`src/rtl/axis_out_serializer.sv`:
```
// rtl/axis_out_serializer.sv - serializes processor output words into an 8-bit AXI-Stream, MSB byte first
//
// Purpose:
//   Accepts one IN_WIDTH-bit word at a time, zero-extends it to NUM_BYTES*8
//   bits and emits it as NUM_BYTES bytes, most-significant byte first, with
//   m_axis_tlast on the final byte. A new word can be taken on the same
//   cycle the last byte of the current word is accepted, so back-to-back
//   words stream without a bubble.
//
// Ports:
//   clk            in   rising-edge clock
//   arstn          in   asynchronous active-low reset
//   s_axis_tdata   in   [IN_WIDTH-1:0] word from the processor
//   s_axis_tvalid  in   word valid
//   s_axis_tready  out  word can be accepted
//   m_axis_tdata   out  [7:0] serialized byte
//   m_axis_tvalid  out  byte valid
//   m_axis_tready  in   downstream accepts byte
//   m_axis_tlast   out  final byte of the current word
//
// Build option:
//   SERIALIZER_ZERO_SKIP_EN - when defined, an all-zero input word is
//   accepted but produces no output bytes.

package processor_config;
  localparam int OUT_WIDTH = 16;
endpackage

module axis_out_serializer #(
  parameter int IN_WIDTH = processor_config::OUT_WIDTH
) (
  input  logic                clk,
  input  logic                arstn,
  input  logic [IN_WIDTH-1:0] s_axis_tdata,
  input  logic                s_axis_tvalid,
  output logic                s_axis_tready,
  output logic [7:0]          m_axis_tdata,
  output logic                m_axis_tvalid,
  input  logic                m_axis_tready,
  output logic                m_axis_tlast
);

  localparam int NUM_BYTES = (IN_WIDTH + 7) / 8;
  localparam int EXT_WIDTH = NUM_BYTES * 8;
  localparam int CNT_WIDTH = $clog2(NUM_BYTES) + 1;
  localparam logic [CNT_WIDTH-1:0] LAST_CNT = CNT_WIDTH'(NUM_BYTES - 1);

  typedef enum logic {
    IDLE = 1'b0,
    SEND = 1'b1
  } state_e;

  state_e               state_q, state_d;
  logic [EXT_WIDTH-1:0] shreg_q, shreg_d;
  logic [CNT_WIDTH-1:0] cnt_q, cnt_d;
  logic [EXT_WIDTH-1:0] word_ext;
  logic                 at_last;
  logic                 in_hs;
  logic                 out_hs;
  logic                 last_hs;
  logic                 load;

  assign at_last = (state_q == SEND) && (cnt_q == LAST_CNT);
  assign in_hs   = s_axis_tvalid && s_axis_tready;
  assign out_hs  = m_axis_tvalid && m_axis_tready;
  assign last_hs = out_hs && at_last;

  // A word only enters the shift register if it will produce bytes; with
  // zero skipping enabled a zero word is consumed by the handshake alone.
`ifdef SERIALIZER_ZERO_SKIP_EN
  assign load = in_hs && (s_axis_tdata != '0);
`else
  assign load = in_hs;
`endif

  always_comb begin
    word_ext                 = '0;
    word_ext[IN_WIDTH-1:0]   = s_axis_tdata;
  end

  // State register
  always_ff @(posedge clk or negedge arstn) begin
    if (!arstn) begin
      state_q <= IDLE;
    end else begin
      state_q <= state_d;
    end
  end

  // Next-state logic
  always_comb begin
    state_d = state_q;
    case (state_q)
      IDLE: begin
        if (load) state_d = SEND;
      end
      SEND: begin
        // On the last byte, a word loaded in the same cycle keeps us in SEND
        if (last_hs) state_d = load ? SEND : IDLE;
      end
      default: state_d = IDLE;
    endcase
  end

  // Output logic
  always_comb begin
    m_axis_tvalid = (state_q == SEND);
    m_axis_tlast  = at_last;
    m_axis_tdata  = shreg_q[EXT_WIDTH-1 -: 8];
    s_axis_tready = arstn && ((state_q == IDLE) || (m_axis_tready && at_last));
  end

  // Shift register and byte counter
  always_ff @(posedge clk or negedge arstn) begin
    if (!arstn) begin
      shreg_q <= '0;
      cnt_q   <= '0;
    end else begin
      shreg_q <= shreg_d;
      cnt_q   <= cnt_d;
    end
  end

  always_comb begin
    shreg_d = shreg_q;
    cnt_d   = cnt_q;
    if (load) begin
      shreg_d = word_ext;
      cnt_d   = '0;
    end else if (last_hs) begin
      shreg_d = '0;
      cnt_d   = '0;
    end else if (out_hs) begin
      // Next byte moves into the top byte lane
      shreg_d = shreg_q << 8;
      cnt_d   = cnt_q + CNT_WIDTH'(1);
    end
  end

endmodule

```
`config.mk`:
```
export PLATFORM = sky130hd
export DESIGN_NAME = axis_out_serializer
export DESIGN_NICKNAME = d
export VERILOG_FILES = /design/src/rtl/axis_out_serializer.sv
export SDC_FILE = /design/constraint.sdc
export NUM_CORES = 1
export LEC_CHECK = 0
export BUFFER_PORTS_ARGS = -buffer_cell sky130_fd_sc_hd__buf_4
export CAP_MARGIN = 0
export CELL_PAD_IN_SITES_DETAIL_PLACEMENT = 1
export CELL_PAD_IN_SITES_GLOBAL_PLACEMENT = 2
export CORE_MARGIN = 4
export CORE_UTILIZATION = 33
export DETAILED_ROUTE_END_ITERATION = 12
export PLACE_DENSITY_LB_ADDON = 0.1
export SYNTH_ARGS = -nofsm -noshare
export SYNTH_HDL_FRONTEND = slang
export SYNTH_SLANG_ARGS = --single-unit
```
`constraint.sdc`:
```
create_clock -name clk -period 2.9 [get_ports clk]
set_clock_uncertainty 0.15 [all_clocks]
set_input_delay 0.435 -clock clk [delete_from_list [all_inputs] [get_ports clk]]
set_output_delay 0.435 -clock clk [all_outputs]
set_load 0.05 [all_outputs]
```
* After elaboration in Yosys (flattened, before gate mapping)
Cells that the tools add are included.
Word-level totals: register bits after elaboration 19, latch bits 0, RAM bits 0, memory bits (read-only) 0, input bits 20, output and inout port bits 11, word-level logic and storage cells 23, memories 0
Cells by class: $add $sub $neg 1, multiply operators 0, divide/modulo/power cells 0, $lt $le $gt $ge 0, eq/ne operators 1, shift-type cells 0, mux-type cells 9, bitwise gates (word level) 1, reduce and logical (&&, ||, !) cells 8
Operator list (count):
- 16-bit two-way mux | 3
- 1-bit logical AND | 6
- 2-bit two-way mux | 3
- 3-bit nonzero test | 1
- 2-bit by 1-bit adder with 2-bit output (second input constant) | 1
- 2-bit by 1-bit equality test with 1-bit output (second input constant) | 1
- 1-bit two-way mux | 2
- 1-bit case mux with 2 select lines | 1
- 1-bit logical OR | 1
- 1-bit inverter | 1

* Depth between registers and ports, before layout
Gate-level depths: netlist (run 1).
depth in word-level cells 9, depth in mapped cells 7

* Worst setup path before layout (run 1)
OpenSTA, ideal clock, no wires.
kind register -> output, start point register state_q, in the netlist m_axis_tvalid, end point output port m_axis_tlast, data arrival time 1.292 ns, data required time 2.315 ns, path slack 1.023 ns, cell stages (with the launch flop) 3, cells stage by stage dfrtp_1 buf_2 and2_1
Between the ends: cells in the longest elaborated chain, start to end 1
Ends and longest elaborated chain:
- start: declaration | RTL line 53 | state_e state_q, state_d;
- start signal: assignment | RTL line 86 | state_q <= state_d;
- 1-bit logical AND | RTL line 63 | assign at_last = (state_q == SEND) && (cnt_q == LAST_CNT);
- end: declaration | RTL line 40 | output logic m_axis_tlast
Every way passes these cells.

* Worst setup path in the final report (run 1)
start point register cnt_q[1], end point output port s_axis_tready
Between the ends: cells in the longest elaborated chain, start to end 5
Ends and longest elaborated chain:
- start: declaration | RTL line 55 | logic [CNT_WIDTH-1:0] cnt_q, cnt_d;
- start signal: assignment | RTL line 120 | cnt_q <= cnt_d;
- 2-bit by 1-bit equality test with 1-bit output | RTL line 63
- 1-bit logical AND | RTL line 63
- 1-bit logical AND | RTL line 110 | s_axis_tready = arstn && ((state_q == IDLE) || (m_axis_tready && at_last));
- 1-bit logical OR | RTL line 110
- 1-bit logical AND | RTL line 110
- end: declaration | RTL line 36 | output logic s_axis_tready,
Every way passes these cells.

==> results of run 1 <==
## tightest hold or removal path: cells and delay by family
| kind | cells | cell delay (ns) |
|---|---|---|
| buffers and inverters | 2 | 0.14 |
| muxes | 1 | 0.05 |
## stage by stage
step           hold slack (ns)  std cells
6_report                 0.213        168
5_1_grt                  0.198        168
4_1_cts                  0.204        168
3_5_place_dp             0.189        163
3_3_place_gp             0.186        163
2_1_floorplan          -0.0106        103
## per-layer routing
layer	routed length (um)	vias up	global-route usage
met4	24	0	0.0475
li1	-	371	-
met5	0	-	0
met1	1010	353	0.151
met3	115	2	0.0334
met2	965	17	0.169
## flip-flops by register name, indices dropped and copies added, names as in the netlist
| name | flops |
|---|---|
| shreg_q | 16 |
| m_axis_tvalid | 1 |
| cnt_q | 2 |
## power by group through the flow
stage	clock (mW)	combinational (mW)	sequential (mW)
2_1_floorplan	0	0.530	0.424
3_3_place_gp	0	0.604	0.430
3_5_place_dp	0	0.616	0.435
4_1_cts	0.147	0.619	0.430
5_1_grt	0.157	0.654	0.447
6_report	0.137	0.609	0.428
## cell type report
| type | count | share of cell area |
|---|---|---|
| flip-flops and latches | 19 | 0.378 |
| multi-input cells | 53 | 0.318 |
| repair buffers | 31 | 0.187 |
| inverters | 17 | 0.0507 |
| well taps | 44 | 0.0438 |
| clock buffers | 3 | 0.0179 |
| clock inverters | 1 | 0.00398 |
## cell usage after synthesis, drive strengths merged
| master | instances | area share |
|---|---|---|
| nand2 | 13 | 0.049 |
| mux2i | 16 | 0.15 |
| o32ai | 1 | 0.0083 |
| dfrtp | 19 | 0.45 |
| buf | 13 | 0.10 |
| ha | 1 | 0.012 |
| clkbuf | 1 | 0.0036 |
| nor2b | 1 | 0.013 |
| a21oi | 9 | 0.043 |
| and2 | 2 | 0.012 |
| a21bo | 1 | 0.0095 |
| and4b | 8 | 0.076 |
| inv | 17 | 0.061 |
| or3 | 1 | 0.0060 |
## logic make-up (layout without fill, tap and decap cells)
logic type                 count (synthesis)  count (layout)  synth area share
AOI/OAI and AO/OA                         11              11            0.0608
adders and majority gates                  1               1            0.0119
buffers and inverters                     31              52             0.166
DFF                                       19              19             0.453
muxes                                     16              16             0.153
and+or+nand+nor                           25              25             0.156
## path summary, 6_finish.rpt
| check | start | endpoint | slack [ns] | cells past startpoint |
|---|---|---|---|---|
| worst max-delay path | cnt_q[1]$_DFFE_PN0P_ | s_axis_tready | 0.67 | 5 |
| worst min-delay path | s_axis_tdata[3] | shreg_q[3]$_DFFE_PN0P_ | 0.21 | 3 |
| worst max register to register | cnt_q[1]$_DFFE_PN0P_ | shreg_q[4]$_DFFE_PN0P_ | 0.84 | 5 |
| worst min register to register | shreg_q[7]$_DFFE_PN0P_ | shreg_q[7]$_DFFE_PN0P_ | 0.38 | 2 |
| max in group asynchronous | arstn | m_axis_tvalid$_DFF_PN0_ | 1.99 | 2 |
| min in group asynchronous | arstn | shreg_q[14]$_DFFE_PN0P_ | 0.39 | 2 |
## layout by cell type (no fill, tap or decap)
cell           instances
a21bo_1                1
nor2b_4                1
inv_1                 17
a21oi_1                9
clkbuf_4               3
buf_4                 30
ha_1                   1
dlygate4sd3_1          1
nand2_1               12
and4b_1                8
mux2i_1               16
o32ai_1                1
and2_1                 2
or3_1                  1
dfrtp_1               19
nand2_2                1
clkinv_2               1
==> results.ini, run 1 <==
[pwr]
p_int_mw=0.625
combPwrFrac=0.519
sw_frac_of_total=0.467
total_power_mw=1.17
p_sw_mw=0.549
clock_power_share=0.117
pwr-share-seq=0.364
ir_worst_vdd_uv=218
power_density_mw_per_mm2=934
leakagePower_nw=0.663

[die]
core_area_sq_mm=0.00305
die-area_sq_mm=0.00415
initial_core_util=0.344
die_w_um=64.4
boundaryPins=31
die_y_um=64.4
num_rows=20

[setup_path]
cp-end-kind=output port
startpoint_type=flip-flop
worstPathArrival_ns=1.64
critical_path.max_fanout=12
path_cells=inv_1 > ha_1 > a21bo_1 > and2_1 > buf_4
critPathRequiredTime_ns=2.32
crit_slowest_cell=dfrtp_1
critPathMaxStageDelay_ns=0.41
crit_family=flip-flops
setup.worst_path.class=reg2out
critPathBufInv=2

[synth]
netlist_instances=103
synth_warnings=0
netlist_area_sq_mm=0.00105
synth_cell_type_count=18
synth_nets=124
synth_area_per_cell_sq_um=10.2
synth_seq_area_share=0.453
ys_seq_elements=19

[cells_and_area]
final_cell_area_sq_mm=0.00126
multi_input_area_sq_um=400
drive_gt1_frac=0.290
num-fill-cells=362
final_util=0.412
diodes=0
fin_nets=146
syn2layout_area_growth_pct=19.8
ff_latch_area_sq_um=475

[timing]
period_needed_ns=2.23
fin_crit_sh=0.768
hold_viol=0
setup_viol=0
rsz0062_at_grt=no
worst_pin_slew_ns=0.656
setup_ws_ns=0.674
relSlewSlack=0.561
fmax_mhz=449
tns_ns=0
slew_violations=0

[placement]
gp_congestion=0.706
dp_worst_setup_slack_ns=0.860
dp_hpwl_mm=1.52
placed_area_sq_mm=0.00122
io_buffers=30

[clocking]
cts_buffer_depth=2
ctsHtreeMaxLevel=1
clock-sinks=19
clk_pin_slew_ns=0.12
cts_tree=yes
cts_resized=0
clockRootBuffer=clkbuf_4
cts_inserted_buffers=3
postCtsSetupBuffers=0
cts_hold_buf=1
clock_latency_ns=0.30

[global_route]
grt_overflow=0
grt_pass1_wl_mm=3.61
track_usage=0.113
grt_max_degree=22
antenna_found_initial=0
grt_pass1_vias=757

[detailed_routing]
routedWlPerCell_um=12.6
drt_first_pass_iters=2
drc=0
vias_per_cell=4.42
drt-total-wl_mm=2.12
drt_iter0_drc=20
via_count=743
ant_nets=0

[worst_hold_path]
hold_class=in2reg

[job]
drv_cap=0

[outcome]
status=finished clean

Note: power is estimated with default switching activity, not from simulation.
==> inputs of run 2 (changes only) <==
--- a/config.mk
+++ b/config.mk
@@ -10,7 +10,7 @@
 export CELL_PAD_IN_SITES_DETAIL_PLACEMENT = 1
 export CELL_PAD_IN_SITES_GLOBAL_PLACEMENT = 2
 export CORE_MARGIN = 4
-export CORE_UTILIZATION = 33
+export CORE_UTILIZATION = 30
 export DETAILED_ROUTE_END_ITERATION = 12
 export PLACE_DENSITY_LB_ADDON = 0.1
 export SYNTH_ARGS = -nofsm -noshare
==> constraint.sdc (replaced) <==
create_clock -name clk -period 2.1 [get_ports clk]
set_clock_uncertainty 0.15 [all_clocks]
set_input_delay 0.315 -clock clk [delete_from_list [all_inputs] [get_ports clk]]
set_output_delay 0.315 -clock clk [all_outputs]
set_load 0.05 [all_outputs]
==> run 2 against run 1 <==
  * Power up 41%
  * First-iteration DRC count decreased by 40%
  * Register-to-register slack lost 0.35 ns
  * Clock power grew 36%
  * Sequential power rose by 39%
  * Global-route usage about the same
  * Die area up 8.7%
  * Largest power group unchanged
  * Via count grew 1.7%
  * Final area increased by 3.4%
==> results.ini, run 2 (same netlist as run 1, synthesis figures left out) <==
[outcome]
status=finished clean

[pwr]
pwr-share-seq=0.359
sw_frac_of_total=0.461
clock_power_share=0.113
ir_worst_vdd_uv=365
combPwrFrac=0.529
power_density_mw_per_mm2=1280
p_int_mw=0.895
p_sw_mw=0.764
leakagePower_nw=0.676

[placement]
dp_hpwl_mm=1.63
io_buffers=30
gp_congestion=0.765

[clocking]
cts_buffer_depth=2
clk_pin_slew_ns=0.11
clock-sinks=19
postCtsSetupBuffers=0
clock_latency_ns=0.30
cts_tree=yes
ctsHtreeMaxLevel=1
cts_inserted_buffers=3
clockRootBuffer=clkbuf_4

[die]
die-area_sq_mm=0.00451
core_area_sq_mm=0.00336
die_y_um=67.2
die_w_um=67.2
initial_core_util=0.312
num_rows=21
boundaryPins=31

[setup_path]
setup.worst_path.class=in2out
crit_family=buffers and inverters
crit_slowest_cell=dlygate4sd3_1
cp-end-kind=output port
worstPathArrival_ns=1.50
crit_top_cell=buf_4
critical_path.max_fanout=21
critPathRequiredTime_ns=1.63
critPathMaxStageDelay_ns=0.53
startpoint_type=input pin
path_cells=dlygate4sd3_1 > buf_4 > and2_1 > buf_4
critPathBufInv=3

[cells_and_area]
drive_gt1_frac=0.310
mostFrequentLayoutCells=31 x buf_4, 19 x dfrtp_1, 17 x inv_1
largest_reg_flops=16
syn2layout_area_growth_pct=23.8
final_common_cell=buf_4
final_util=0.387
diodes=0
largest_register=shreg_q
fin_nets=148

[global_route]
antenna_found_initial=0
met3_usage=0.0399
grt_pass1_vias=786
track_usage=0.113
use_met1=0.148
grt_overflow=0
grt.busiest_layer=met2
grt_util_met2=0.183
grt_pass1_wl_mm=3.82
grt_max_degree=22

[detailed_routing]
routedWlPerCell_um=12.6
drt_first_pass_iters=4
via_count=756
vias_per_cell=4.40
ant_nets=0
drt_iter0_drc=12
drt-total-wl_mm=2.17
drc=0

[job]
drv_cap=0

[timing]
period_needed_ns=1.96
rsz0062_at_grt=no
fmax_mhz=509
slew_violations=0
relSlewSlack=0.803
worst_pin_slew_ns=0.296
setup_viol=0
fin_crit_sh=0.935
tns_ns=0
hold_viol=0

[worst_hold_path]
hold_class=in2reg

## run 2: cell types whose count changed in the layout (fill, tap and decap cells not counted), sizes merged
cell  previous run  this run
buf             30        32
## run 2: worst paths after layout
path                                                end  depth (start not counted)  slack (ns)                    from
worst max-delay path                      s_axis_tready                          4        0.14                   arstn
worst min-delay path             shreg_q[5]$_DFFE_PN0P_                          3        0.09         s_axis_tdata[5]
worst max register to register   shreg_q[8]$_DFFE_PN0P_                          6        0.49    cnt_q[1]$_DFFE_PN0P_
worst min register to register   shreg_q[3]$_DFFE_PN0P_                          2        0.39  shreg_q[3]$_DFFE_PN0P_
max in group asynchronous       shreg_q[15]$_DFFE_PN0P_                          2        1.30                   arstn
min in group asynchronous          cnt_q[0]$_DFFE_PN0P_                          2        0.28                   arstn
## run 2: layer usage
metal | part of all wire | wire (um)
met5 | 0 | 0
met4 | 0.0069 | 15
met3 | 0.064 | 138
met2 | 0.47 | 1020
met1 | 0.46 | 994
## run 2: tightest hold or removal path: stages
cell,delay [ns]
buf_4,0.11
inv_1,0.04
mux2i_1,0.05
## run 2: timing repair
action,in CTS,in global routing
endpoints found under the hold margin,19,0
setup endpoints to repair,1,1
hold buffers,1,0
gates resized for setup,1,1
cloned,0,0
## run 2: layout make-up
type	instances	area, sq um
fill	401	2060
timing repair buffer	33	263
sequential	19	475
clock inverter	1	5.00
inverter	17	63.8
tap	46	57.6
clock buffer	3	22.5
multi-input combinational	53	413
## run 2: stage by stage
stage | worst slack [ns] | hold slack [ns] | instance area [sq um] | power [mW] | cells
floorplan | 0.343 | -0.131 | 1050 | 1.32 | 103
global placement | 0.383 | 0.0698 | 1250 | 1.45 | 167
detailed placement | 0.340 | 0.0710 | 1250 | 1.48 | 167
CTS | 0.0731 | 0.0745 | 1290 | 1.68 | 172
global route | 0.0336 | 0.0877 | 1300 | 1.79 | 172
finish | 0.136 | 0.0939 | 1300 | 1.66 | 172
## run 2: power by group through the flow
stage	logic, mW	registers, mW	clock network (mW)
after floorplan	0.732	0.586	0
after global placement	0.860	0.594	0
after detailed placement	0.873	0.603	0
after CTS	0.880	0.595	0.203
after global routing	0.954	0.616	0.216
final	0.878	0.595	0.187
==> inputs of run 3 (changes only) <==
--- a/config.mk
+++ b/config.mk
@@ -12,6 +12,7 @@
 export CORE_MARGIN = 4
 export CORE_UTILIZATION = 30
 export DETAILED_ROUTE_END_ITERATION = 12
+export MAX_ROUTING_LAYER = met4
 export PLACE_DENSITY_LB_ADDON = 0.1
 export SYNTH_ARGS = -nofsm -noshare
 export SYNTH_HDL_FRONTEND = slang
==> run 3 against run 2 <==
  * Combinational power is essentially flat
  * Largest power group unchanged
  * Sequential share of layout area is the same
  * Sequential cell count is the same
  * Via count grew 0.13%
  * Hold slack is essentially flat
  * Global-route usage grew 0.32 points
  * Critical endpoint unchanged
==> results.ini, run 3 (same netlist as run 1, synthesis figures left out) <==
[cells_and_area]
final_cell_area_sq_mm=0.00130
final_common_cell=buf_4
largest_reg_flops=16
final_cell_count_no_fill=172
syn2layout_area_growth_pct=23.8
mostFrequentLayoutCells=31 x buf_4, 19 x dfrtp_1, 17 x inv_1
diodes=0
fin_nets=148
drive_gt1_frac=0.310
largest_register=shreg_q

[die]
core_area_sq_mm=0.00336
die-area_sq_mm=0.00451
die_y_um=67.2
num_rows=21
initial_core_util=0.312
die_w_um=67.2
boundaryPins=31

[worst_hold_path]
min_path_cells=3
hold_end=shreg_q[5]$_DFFE_PN0P_
min_from=s_axis_tdata[5]
hold_class=in2reg

[outcome]
status=finished clean

[detailed_routing]
drt_iter0_drc=19
drt-total-wl_mm=2.17
drc=0
drt_first_pass_iters=3
vias_per_cell=4.40
via_count=757
routedWlPerCell_um=12.6
ant_nets=0

[pwr]
p_sw_mw=0.765
sw_frac_of_total=0.461
combPwrFrac=0.529
clock_power_share=0.113
pwr-share-seq=0.359
ir_worst_vdd_uv=365
leakagePower_nw=0.676
p_int_mw=0.895
power_density_mw_per_mm2=1280

[setup_path]
critPathMaxStageDelay_ns=0.53
worstPathArrival_ns=1.50
rr_endpoint=shreg_q[8]$_DFFE_PN0P_
crit_top_cell=buf_4
critPathRequiredTime_ns=1.63
setup.worst_path.class=in2out
rr_worst_depth=6
r2r_start=cnt_q[1]$_DFFE_PN0P_
crit_slowest_cell=dlygate4sd3_1
r2r_slack_ns=0.49
crit_family=buffers and inverters
startpoint=arstn
startpoint_type=input pin
path_cells=dlygate4sd3_1 > buf_4 > and2_1 > buf_4
cp-end-kind=output port
critPathBufInv=3
critical_path.max_fanout=21

[placement]
placed_area_sq_mm=0.00125
dp_worst_setup_slack_ns=0.340
numPlacedInstances=167
gp_congestion=0.775
dp_hpwl_mm=1.63
io_buffers=30

[timing]
fmax_mhz=509
fin_crit_sh=0.935
relSlewSlack=0.803
rsz0062_at_grt=no
period_needed_ns=1.96
setup_ws_ns=0.136
worst_pin_slew_ns=0.295
slew_violations=0
tns_ns=0
hold_viol=0
setup_viol=0
worst_hold_slack_ns=0.0937

[clocking]
postCtsSetupBuffers=0
cts_tree=yes
cts_buffer_depth=2
cts_inserted_buffers=3
clock_latency_ns=0.30
clockRootBuffer=clkbuf_4
clk_pin_slew_ns=0.11
ctsHtreeMaxLevel=1
clock-sinks=19

[global_route]
antenna_found_initial=0
grt_pass1_vias=784
grt_max_degree=22
grt_pass1_wl_mm=3.82
track_usage=0.116
grt_overflow=0

[job]
drv_cap=0

==> run 3: metal layers <==
| layer | global-route usage | vias to the layer above | wire [um] |
|---|---|---|---|
| li1 | - | 376 | - |
| met1 | 0.150 | 359 | 1020 |
| met2 | 0.180 | 20 | 997 |
| met3 | 0.0399 | 2 | 138 |
| met4 | 0.0152 | 0 | 15 |
| met5 | - | - | 0 |
==> run 3: stage by stage <==
stage	total power, mW	util
2_1_floorplan	1.32	-
3_3_place_gp	1.45	0.372
3_5_place_dp	1.48	0.372
4_1_cts	1.68	0.384
5_1_grt	1.79	0.387
6_report	1.66	0.387
==> run 3: how the worst max path moves through the flow <==
stage                                        end  cells past startpoint
after floorplan                     m_axis_tlast                      2
after global placement             s_axis_tready                      4
after detailed placement  shreg_q[8]$_DFFE_PN0P_                      6
after CTS                          s_axis_tready                      4
after global routing               s_axis_tready                      4
final                              s_axis_tready                      4
==> run 3: worst min-delay path, delay by kind of cell <==
kind | cells | cell delay (ns)
muxes | 1 | 0.05
buffers and inverters | 2 | 0.15
==> run 3: power groups by stage <==
stage,clock network [mW],registers [mW],logic (mW)
finish,0.187,0.596,0.878
global route,0.216,0.616,0.954
CTS,0.203,0.595,0.880
detailed placement,0,0.603,0.873
global placement,0,0.594,0.860
floorplan,0,0.586,0.732
==> run 3: area by class of cell <==
| cell class | instances | area (sq um) |
|---|---|---|
| fillers | 401 | 2060 |
| flip-flops and latches | 19 | 475 |
| multi-input cells | 53 | 413 |
| repair buffers | 33 | 263 |
| inverters | 17 | 63.8 |
| well taps | 46 | 57.6 |
| clock buffers | 3 | 22.5 |
| clock inverters | 1 | 5.00 |
==> run 3: timing repair <==
action,CTS,global route
hold buffers,1,0
resized for setup,1,1
endpoints found under the setup margin,1,1
gates cloned,0,0
hold endpoints to repair,19,0
